===== src/rtl/band_scale_pipe_if.sv =====
// Bundle of the frame-level signals between the filter bank, the band scaler
// and the band summer.
//   master : drives in_vld/pot/audio_in/sat_clr, receives scaled results
//   slave  : the scaler itself
// Packing: band b occupies [b*POT_W +: POT_W] of pot and [b*DATA_W +: DATA_W]
// of audio_in / scaled_out.
interface band_scale_pipe_if #(
  parameter int DATA_W    = 16,
  parameter int POT_W     = 12,
  parameter int NUM_BANDS = 4
);
  logic                          in_vld;
  logic [NUM_BANDS*POT_W-1:0]    pot;
  logic [NUM_BANDS*DATA_W-1:0]   audio_in;
  logic                          sat_clr;
  logic                          out_vld;
  logic [NUM_BANDS*DATA_W-1:0]   scaled_out;
  logic [NUM_BANDS-1:0]          sat_flag;
  logic [NUM_BANDS-1:0]          sat_sticky;

  modport master (
    output in_vld, pot, audio_in, sat_clr,
    input  out_vld, scaled_out, sat_flag, sat_sticky
  );

  modport slave (
    input  in_vld, pot, audio_in, sat_clr,
    output out_vld, scaled_out, sat_flag, sat_sticky
  );
endinterface


===== src/rtl/band_scale_pipe.sv =====
// Multi-band pot-squared gain scaler, three register stages.
//   stage 1 : slew-limited gain update per band, audio captured
//   stage 2 : signed product audio * gain
//   stage 3 : arithmetic shift, saturation, flags
// Ports:
//   clk    : system clock, rising edge
//   rst_n  : asynchronous active-low reset, clears every register
//   bus    : band_scale_pipe_if slave (in_vld, pot, audio_in, sat_clr in;
//            out_vld, scaled_out, sat_flag, sat_sticky out)
module band_scale_pipe #(
  parameter int DATA_W    = 16,
  parameter int POT_W     = 12,
  parameter int NUM_BANDS = 4,
  parameter int SHIFT     = 10,
  parameter int RAMP_STEP = 64
) (
  input  logic             clk,
  input  logic             rst_n,
  band_scale_pipe_if.slave bus
);
  localparam int GAIN_W = POT_W + 1;
  localparam int DIFF_W = POT_W + 2;
  localparam int PROD_W = DATA_W + POT_W + 1;

  localparam logic signed [DIFF_W-1:0] STEP_D  = DIFF_W'(RAMP_STEP);
  localparam logic signed [GAIN_W-1:0] STEP_G  = GAIN_W'(RAMP_STEP);
  localparam logic signed [PROD_W-1:0] SAT_MAX = PROD_W'((2 ** (DATA_W - 1)) - 1);
  localparam logic signed [PROD_W-1:0] SAT_MIN = PROD_W'(-(2 ** (DATA_W - 1)));

  logic signed [GAIN_W-1:0] gain_q  [NUM_BANDS], gain_d  [NUM_BANDS];
  logic signed [DATA_W-1:0] audio_q [NUM_BANDS], audio_d [NUM_BANDS];
  logic signed [PROD_W-1:0] prod_q  [NUM_BANDS], prod_d  [NUM_BANDS];
  logic [NUM_BANDS*DATA_W-1:0] scaled_q, scaled_d;
  logic [NUM_BANDS-1:0]        sat_flag_q, sat_flag_d;
  logic [NUM_BANDS-1:0]        sat_sticky_q, sat_sticky_d;
  logic vld1_q, vld1_d, vld2_q, vld2_d, vld3_q, vld3_d;

  // Target is the upper half of pot^2; the step toward it is bounded so a
  // large pot move becomes a ramp rather than an audible jump.
  function automatic logic signed [GAIN_W-1:0] next_gain(
    input logic signed [GAIN_W-1:0] g,
    input logic [POT_W-1:0]         p
  );
    logic signed [GAIN_W-1:0] tgt;
    logic signed [DIFF_W-1:0] diff;
    logic signed [DIFF_W-1:0] mag;
    tgt  = GAIN_W'(((2 * POT_W)'(p) * (2 * POT_W)'(p)) >> POT_W);
    diff = DIFF_W'(tgt) - DIFF_W'(g);
    mag  = diff[DIFF_W-1] ? -diff : diff;
    if (RAMP_STEP == 0 || mag <= STEP_D) return tgt;
    else if (diff[DIFF_W-1])             return g - STEP_G;
    else                                 return g + STEP_G;
  endfunction

  // Returns {clamped, value}; shift is arithmetic so negatives floor.
  function automatic logic [DATA_W:0] sat_scale(input logic signed [PROD_W-1:0] p);
    logic signed [PROD_W-1:0] s;
    s = p >>> SHIFT;
    if (s > SAT_MAX)      return {1'b1, 1'b0, {(DATA_W-1){1'b1}}};
    else if (s < SAT_MIN) return {1'b1, 1'b1, {(DATA_W-1){1'b0}}};
    else                  return {1'b0, s[DATA_W-1:0]};
  endfunction

  always_comb begin
    vld1_d = bus.in_vld;
    vld2_d = vld1_q;
    vld3_d = vld2_q;
    scaled_d   = scaled_q;
    sat_flag_d = sat_flag_q;
    for (int b = 0; b < NUM_BANDS; b++) begin
      gain_d[b]  = gain_q[b];
      audio_d[b] = audio_q[b];
      prod_d[b]  = prod_q[b];
      if (bus.in_vld) begin
        gain_d[b]  = next_gain(gain_q[b], bus.pot[b*POT_W +: POT_W]);
        audio_d[b] = bus.audio_in[b*DATA_W +: DATA_W];
      end
      if (vld1_q) begin
        prod_d[b] = PROD_W'(audio_q[b]) * PROD_W'(gain_q[b]);
      end
      if (vld2_q) begin
        {sat_flag_d[b], scaled_d[b*DATA_W +: DATA_W]} = sat_scale(prod_q[b]);
      end
    end
    // A fresh saturation overrides a simultaneous clear.
    sat_sticky_d = (bus.sat_clr ? '0 : sat_sticky_q) | (vld2_q ? sat_flag_d : '0);
  end

  always_ff @(posedge clk or negedge rst_n) begin
    if (!rst_n) begin
      vld1_q       <= 1'b0;
      vld2_q       <= 1'b0;
      vld3_q       <= 1'b0;
      scaled_q     <= '0;
      sat_flag_q   <= '0;
      sat_sticky_q <= '0;
      for (int b = 0; b < NUM_BANDS; b++) begin
        gain_q[b]  <= '0;
        audio_q[b] <= '0;
        prod_q[b]  <= '0;
      end
    end else begin
      vld1_q       <= vld1_d;
      vld2_q       <= vld2_d;
      vld3_q       <= vld3_d;
      scaled_q     <= scaled_d;
      sat_flag_q   <= sat_flag_d;
      sat_sticky_q <= sat_sticky_d;
      for (int b = 0; b < NUM_BANDS; b++) begin
        gain_q[b]  <= gain_d[b];
        audio_q[b] <= audio_d[b];
        prod_q[b]  <= prod_d[b];
      end
    end
  end

  assign bus.out_vld    = vld3_q;
  assign bus.scaled_out = scaled_q;
  assign bus.sat_flag   = sat_flag_q;
  assign bus.sat_sticky = sat_sticky_q;
endmodule


===== src/flat_wrapper.sv =====
// flat-port wrapper written by rule: the top's interface ports become plain ports
module band_scale_pipe_flat 
#(
  parameter int DATA_W    = 16,
  parameter int POT_W     = 12,
  parameter int NUM_BANDS = 4,
  parameter int SHIFT     = 10,
  parameter int RAMP_STEP = 64
)
  (clk, rst_n, bus_in_vld, bus_pot, bus_audio_in, bus_sat_clr, bus_out_vld, bus_scaled_out, bus_sat_flag, bus_sat_sticky);
  band_scale_pipe_if #(.DATA_W(DATA_W), .POT_W(POT_W), .NUM_BANDS(NUM_BANDS)) bus_i ();
  input  logic clk;
  input  logic rst_n;
  input wire logic [$bits(bus_i.in_vld)-1:0] bus_in_vld;
  input wire logic [$bits(bus_i.pot)-1:0] bus_pot;
  input wire logic [$bits(bus_i.audio_in)-1:0] bus_audio_in;
  input wire logic [$bits(bus_i.sat_clr)-1:0] bus_sat_clr;
  output wire logic [$bits(bus_i.out_vld)-1:0] bus_out_vld;
  output wire logic [$bits(bus_i.scaled_out)-1:0] bus_scaled_out;
  output wire logic [$bits(bus_i.sat_flag)-1:0] bus_sat_flag;
  output wire logic [$bits(bus_i.sat_sticky)-1:0] bus_sat_sticky;
  assign bus_i.in_vld = bus_in_vld;
  assign bus_i.pot = bus_pot;
  assign bus_i.audio_in = bus_audio_in;
  assign bus_i.sat_clr = bus_sat_clr;
  assign bus_out_vld = bus_i.out_vld;
  assign bus_scaled_out = bus_i.scaled_out;
  assign bus_sat_flag = bus_i.sat_flag;
  assign bus_sat_sticky = bus_i.sat_sticky;
  band_scale_pipe #(.DATA_W(DATA_W), .POT_W(POT_W), .NUM_BANDS(NUM_BANDS), .SHIFT(SHIFT), .RAMP_STEP(RAMP_STEP)) u_core (.clk(clk), .rst_n(rst_n), .bus(bus_i));
endmodule

===== config.mk =====
export PLATFORM = sky130hd
export DESIGN_NAME = band_scale_pipe_flat
export DESIGN_NICKNAME = d
export VERILOG_FILES = /design/src/rtl/band_scale_pipe_if.sv /design/src/rtl/band_scale_pipe.sv /design/src/flat_wrapper.sv
export SDC_FILE = /design/constraint.sdc
export NUM_CORES = 2
export LEC_CHECK = 0
export ABC_AREA = 1
export BUFFER_PORTS_ARGS = -buffer_cell sky130_fd_sc_hd__buf_4
export CORE_ASPECT_RATIO = 1.4
export CORE_MARGIN = 3
export CORE_UTILIZATION = 50
export CTS_CLUSTER_SIZE = 20
export DETAILED_ROUTE_END_ITERATION = 16
export HOLD_SLACK_MARGIN = 0.02
export PLACE_DENSITY_LB_ADDON = 0.2
export SLEW_MARGIN = 10
export SYNTH_ARGS = -nofsm -noshare
export SYNTH_HDL_FRONTEND = slang
export SYNTH_SLANG_ARGS = --single-unit

===== constraint.sdc =====
create_clock -name clk -period 6.5 [get_ports clk]
set_input_delay 0.65 -clock clk [delete_from_list [all_inputs] [get_ports clk]]
set_output_delay 0.65 -clock clk [all_outputs]
set_load 0.005 [all_outputs]

### Yosys cells after proc, flatten, opt, wreduce, memory -nomap -nowiden

Index checks and enable logic that the tools add are counted.

* register bits after elaboration: 307
* logic and storage cells: 81
* input bits: 116
* output and inout port bits: 73

* multiply operators: 8
* $lt $le $gt $ge: 12
* add/subtract/negate cells: 16
* bitwise logic cells: 1
* muxes and demuxes: 26

Operators with widths (count)
* $mux W17: 8
* $mul A16 B13 Y29: 4
* $mux W13: 8
* $mul A12 B12 Y24: 4
* $gt A19 B16 Y1 const B: 4
* $lt A19 B16 Y1 const B: 4
* $le A14 B8 Y1 const B: 4
* $mux W14: 4
* $neg A14 Y14: 4
* $sub A13 B13 Y14: 4
* $add A13 B8 Y13 const B: 4
* $sub A13 B8 Y13 const B: 4
* $mux W4: 2
* $mux W1: 4
* $or A4 B4 Y4: 1

### Longest topological paths before layout

* word-level depth: 6
* gate-level depth with buffers: 46
* depth with buffers taken out: 45

### Worst setup path before layout

No wires, ideal clock.

* path type: in2reg
* from: in bus_pot[29]
* to: reg u_core.gain_q[25] (netlist name)
* arrival time: 7.407 ns
* path buffers: 2
* path slack: -1.040 ns
* data required time: 6.368 ns
* setup time: 0.132 ns
* stages: 37
* cell sequence: clkbuf_1 > nand2_1 > fa_1 > inv_1 > fa_1 > fa_1 > fa_1 > inv_1 > fa_1 > inv_1 > ha_1 > a21o_1 > a21oi_1 > nand3_1 > a21oi_1 > nor2_1 > or3_1 > nand2_1 > inv_1 > ha_1 > nand2_1 > inv_2 > nand2_1 > nand2_1 > a21oi_1 > nand3_2 > inv_2 > buf_6 > ha_1 > a21oi_1 > and2_1 > inv_1 > a21oi_1 > o21bai_1 > or2_2 > nand4_1 > o21ai_0

* longest elaborated chain between the ends: 6
* elaborated cells on any way between the ends: 7
* those cells by class: 2 x add/sub; 1 x mul; 1 x order compare; 3 x mux

Ends and longest elaborated chain
* from (decl): RTL line flat_wrapper.sv:15 `input wire logic [$bits(bus_i.pot)-1:0] bus_pot;`
* $mul A12 B12 Y24 *: RTL line band_scale_pipe.sv:47 `tgt = GAIN_W'(((2 * POT_W)'(p) * (2 * POT_W)'(p)) >> POT_W);`
* $sub A13 B13 Y14 *: RTL line band_scale_pipe.sv:48 `diff = DIFF_W'(tgt) - DIFF_W'(g);`
* $neg A14 Y14: RTL line band_scale_pipe.sv:49 `mag = diff[DIFF_W-1] ? -diff : diff;`
* $mux W14: RTL line band_scale_pipe.sv:49
* $le A14 B8 Y1: RTL line band_scale_pipe.sv:50 `if (RAMP_STEP == 0 || mag <= STEP_D) return tgt;`
* $mux W13 *: RTL line band_scale_pipe.sv:50
* to (signal, indexed assignment): RTL line band_scale_pipe.sv:110 `gain_q[b] <= gain_d[b];`
* to (decl): RTL line band_scale_pipe.sv:30 `logic signed [GAIN_W-1:0] gain_q [NUM_BANDS], gain_d [NUM_BANDS];`

Every way passes the cells marked *; elsewhere a longest branch is shown, timed or not.
A chain may end at the register's enable or synchronous reset.

### Final worst setup path

* from: in bus_pot[24]
* to: reg u_core.gain_q[25] (netlist name)

The elaborated chain is that of the path after synthesis.

==> impl_metrics.ini <==
[timing]
fin_skew_ns = 0.0381
worstMarginPinSlew_ns = 0.992
fin_ws_ns = -0.157
fin_crit_sh = 1.02
fmax_mhz = 150
setup_viol = 33
slew_viol_final = 0
hold_viol = 0
relSlewSlack = 0.338
fin_crit_ns = 6.66
rsz0062_at_grt = yes
final.setup.tns_ns = -2.03

[yosys]
ys_ff_latch = 267
async_reset_ff_frac = 1.00
synth_seq_area_share = 0.109
ys_top_cells_by_area = fa_1, nand2_1, inv_1, ha_1, dfrtp_1
netlist_top_cells_count = nand2_1, inv_1, fa_1, ha_1, o21ai_0
synth_edf_count = 0
synthFlopType = dfrtp_1
synth_area_um2 = 61600
yosysTopAreaCell = fa_1
synth_top_area_frac = 0.355
synth_most_common_cell = nand2_1
syn_area_per_cell_um2 = 7.78
syn_inst = 7912
syn_nets = 9687
ys_warn_count = 0
yosys.cell_types.count = 60

[min_path]
hold_class = input pin to asynchronous set/reset pin

[route]
drc = 0
vias_per_cell = 4.98
post_drt_wl_per_cell_um = 15.5
first_pass_iters = 6
detail-route-antenna-nets = 0
drt_iter0_markers = 2347
num_vias = 51401
drt-total-wl_um = 160000

[clock_tree]
cts.clk_slew.worst_paths_ns = 0.08
cts_tree = done
cts_sinks = 267
cts_hold_buf = 0
cts_root_buffer = clkbuf_16
clock_path_buffers = 3
cts_max_level = 1
insertion_delay_ns = 0.64
cts_buffers = 28

[die]
ios = 189
dieArea_um2 = 127000
die_height_um = 421
die_width_um = 303
num_rows = 151
core_um2 = 122000
initial_core_util = 0.506

[setup_path]
path_class = input pin to register
slowest_stage = fa_1
crit_fanout = 6
critPathCaptureType = register
worst_ep_required_time_ns = 6.98
arrival_ns = 7.13
worstSetupStartpointType = input pin
cp_slowest_stage_delay_ns = 0.57
cpMostUsedCell = inv_2

[cells_and_area]
area_growth_pct = 21.0
fin_nets = 10467
drive_above_1_share = 0.202

[global_routing]
antenna_found_initial = 7
grt_usage = 0.253
grt_max_degree = 103
grt_pass1_wl_um = 263000
overflow = 0
grt_pass1_vias = 54435

[flow_run]
maxCapViolCount = 0

[run_status]
violations = negative setup slack
status = finished, violations left

[placement]
numPortBuffers = 188
dp_hpwl_um = 135000
gp_congestion = 0.912
-- kinds of logic after synthesis --
group | share of synthesized area
fa+ha+maj | 0.470
flops | 0.109
xor+xnor | 0.0274
simple gates | 0.189
buf+inv | 0.144
compound gates | 0.0609
-- critical path: cells and delay by family --
family / cells / cell delay, ns
buffers and inverters: 12 / 0.73
adder cells (fa/ha/maj): 8 / 3.46
AO/OA/AOI/OAI: 5 / 0.64
AND/OR/NAND/NOR: 14 / 1.64
-- layer usage --
metal  global-route usage  routed length [um]
met5                    0                  13
met4                0.101                7080
met3               0.0234                6370
met2                0.459               81900
met1                0.308               64400
-- flip-flops by register name, summed over array words and instances, names as in the netlist --
signal,flops
u_core.audio_q,64
u_core.bus.out_vld,1
u_core.gain_q,52
u_core.bus.scaled_out,64
u_core.bus.sat_flag,4
u_core.prod_q,76
u_core.bus.sat_sticky,4
u_core.vld1_q,1
u_core.vld2_q,1
-- path summary, 6_finish.rpt --
| path | start | to | slack, ns | depth (start not counted) |
|---|---|---|---|---|
| setup / recovery | bus_pot[24] | u_core.gain_q[25]$_DFFE_PN0P_ | -0.16 | 39 |
| hold / removal | rst_n | u_core.audio_q[0]$_DFFE_PN0P_ | 0.03 | 1 |
| setup reg to reg | u_core.gain_q[2]$_DFFE_PN0P_ | u_core.prod_q[23]$_DFFE_PN0P_ | 0.35 | 20 |
| hold reg to reg | u_core.bus.scaled_out[31]$_DFFE_PN0P_ | u_core.bus.scaled_out[31]$_DFFE_PN0P_ | 0.48 | 2 |
| max in group asynchronous | rst_n | u_core.prod_q[71]$_DFFE_PN0P_ | 4.92 | 2 |
| min in group clk | bus_audio_in[1] | u_core.audio_q[49]$_DFFE_PN0P_ | 0.22 | 3 |
-- layout by cell type, fill, tap and decap left out, types with 18 or more instances in the layout --
| cell | instances |
|---|---|
| inv_1 | 1980 |
| nand2_1 | 1946 |
| fa_1 | 1073 |
| buf_4 | 939 |
| ha_1 | 496 |
| dfrtp_1 | 262 |
| o21ai_0 | 237 |
| nor2_1 | 222 |
| nand3_1 | 156 |
| a21oi_1 | 155 |
| nand2_2 | 143 |
| xor2_1 | 83 |
| inv_2 | 81 |
| xnor2_1 | 77 |
| ha_4 | 70 |
| nand4_1 | 63 |
| buf_6 | 58 |
| a21oi_2 | 48 |
| nand2_4 | 45 |
| nand3_2 | 41 |
| or2_2 | 35 |
| o21ai_1 | 32 |
| nor2_2 | 31 |
| clkbuf_16 | 30 |
| nor2_4 | 28 |
| nor3_1 | 26 |
| o21ai_2 | 25 |
| o21a_1 | 25 |
| a21o_1 | 22 |
| nand3b_1 | 21 |
| fa_2 | 19 |
| xor2_2 | 18 |
-- per-stage QoR --
stage / util / worst slack [ns] / hold slack (ns) / instances / instance area [um^2]
after floorplan: - / -0.524 / 0.352 / 7912 / 62900
final: 0.612 / -0.157 / 0.0278 / 10326 / 74500
after detailed placement: 0.581 / -1.00 / 0.462 / 10192 / 70600
after CTS: 0.597 / -0.0155 / 0.0521 / 10276 / 72600
after global placement: 0.581 / -0.882 / 0.461 / 10192 / 70600
after global routing: 0.612 / -0.505 / 0.0694 / 10321 / 74500
-- final cells by class --
type,count,area (um^2)
multi-input combinational,5303,48700
fill,10841,47200
timing repair buffer,1024,8200
inverter,2068,7790
sequential,267,6690
tap,1606,2010
clock buffer,34,783
clock inverter,18,307
antenna,6,15.0
-- timing repair --
item | CTS | global route
pin swaps | 94 | 199
setup buffers | 32 | 49
endpoints found under the setup margin | 52 | 67
gates cloned | 0 | 2
gates resized for setup | 138 | 403
Power is not shown: default switching activity piles up to over one toggle a cycle in this logic, so the estimate is an artifact.
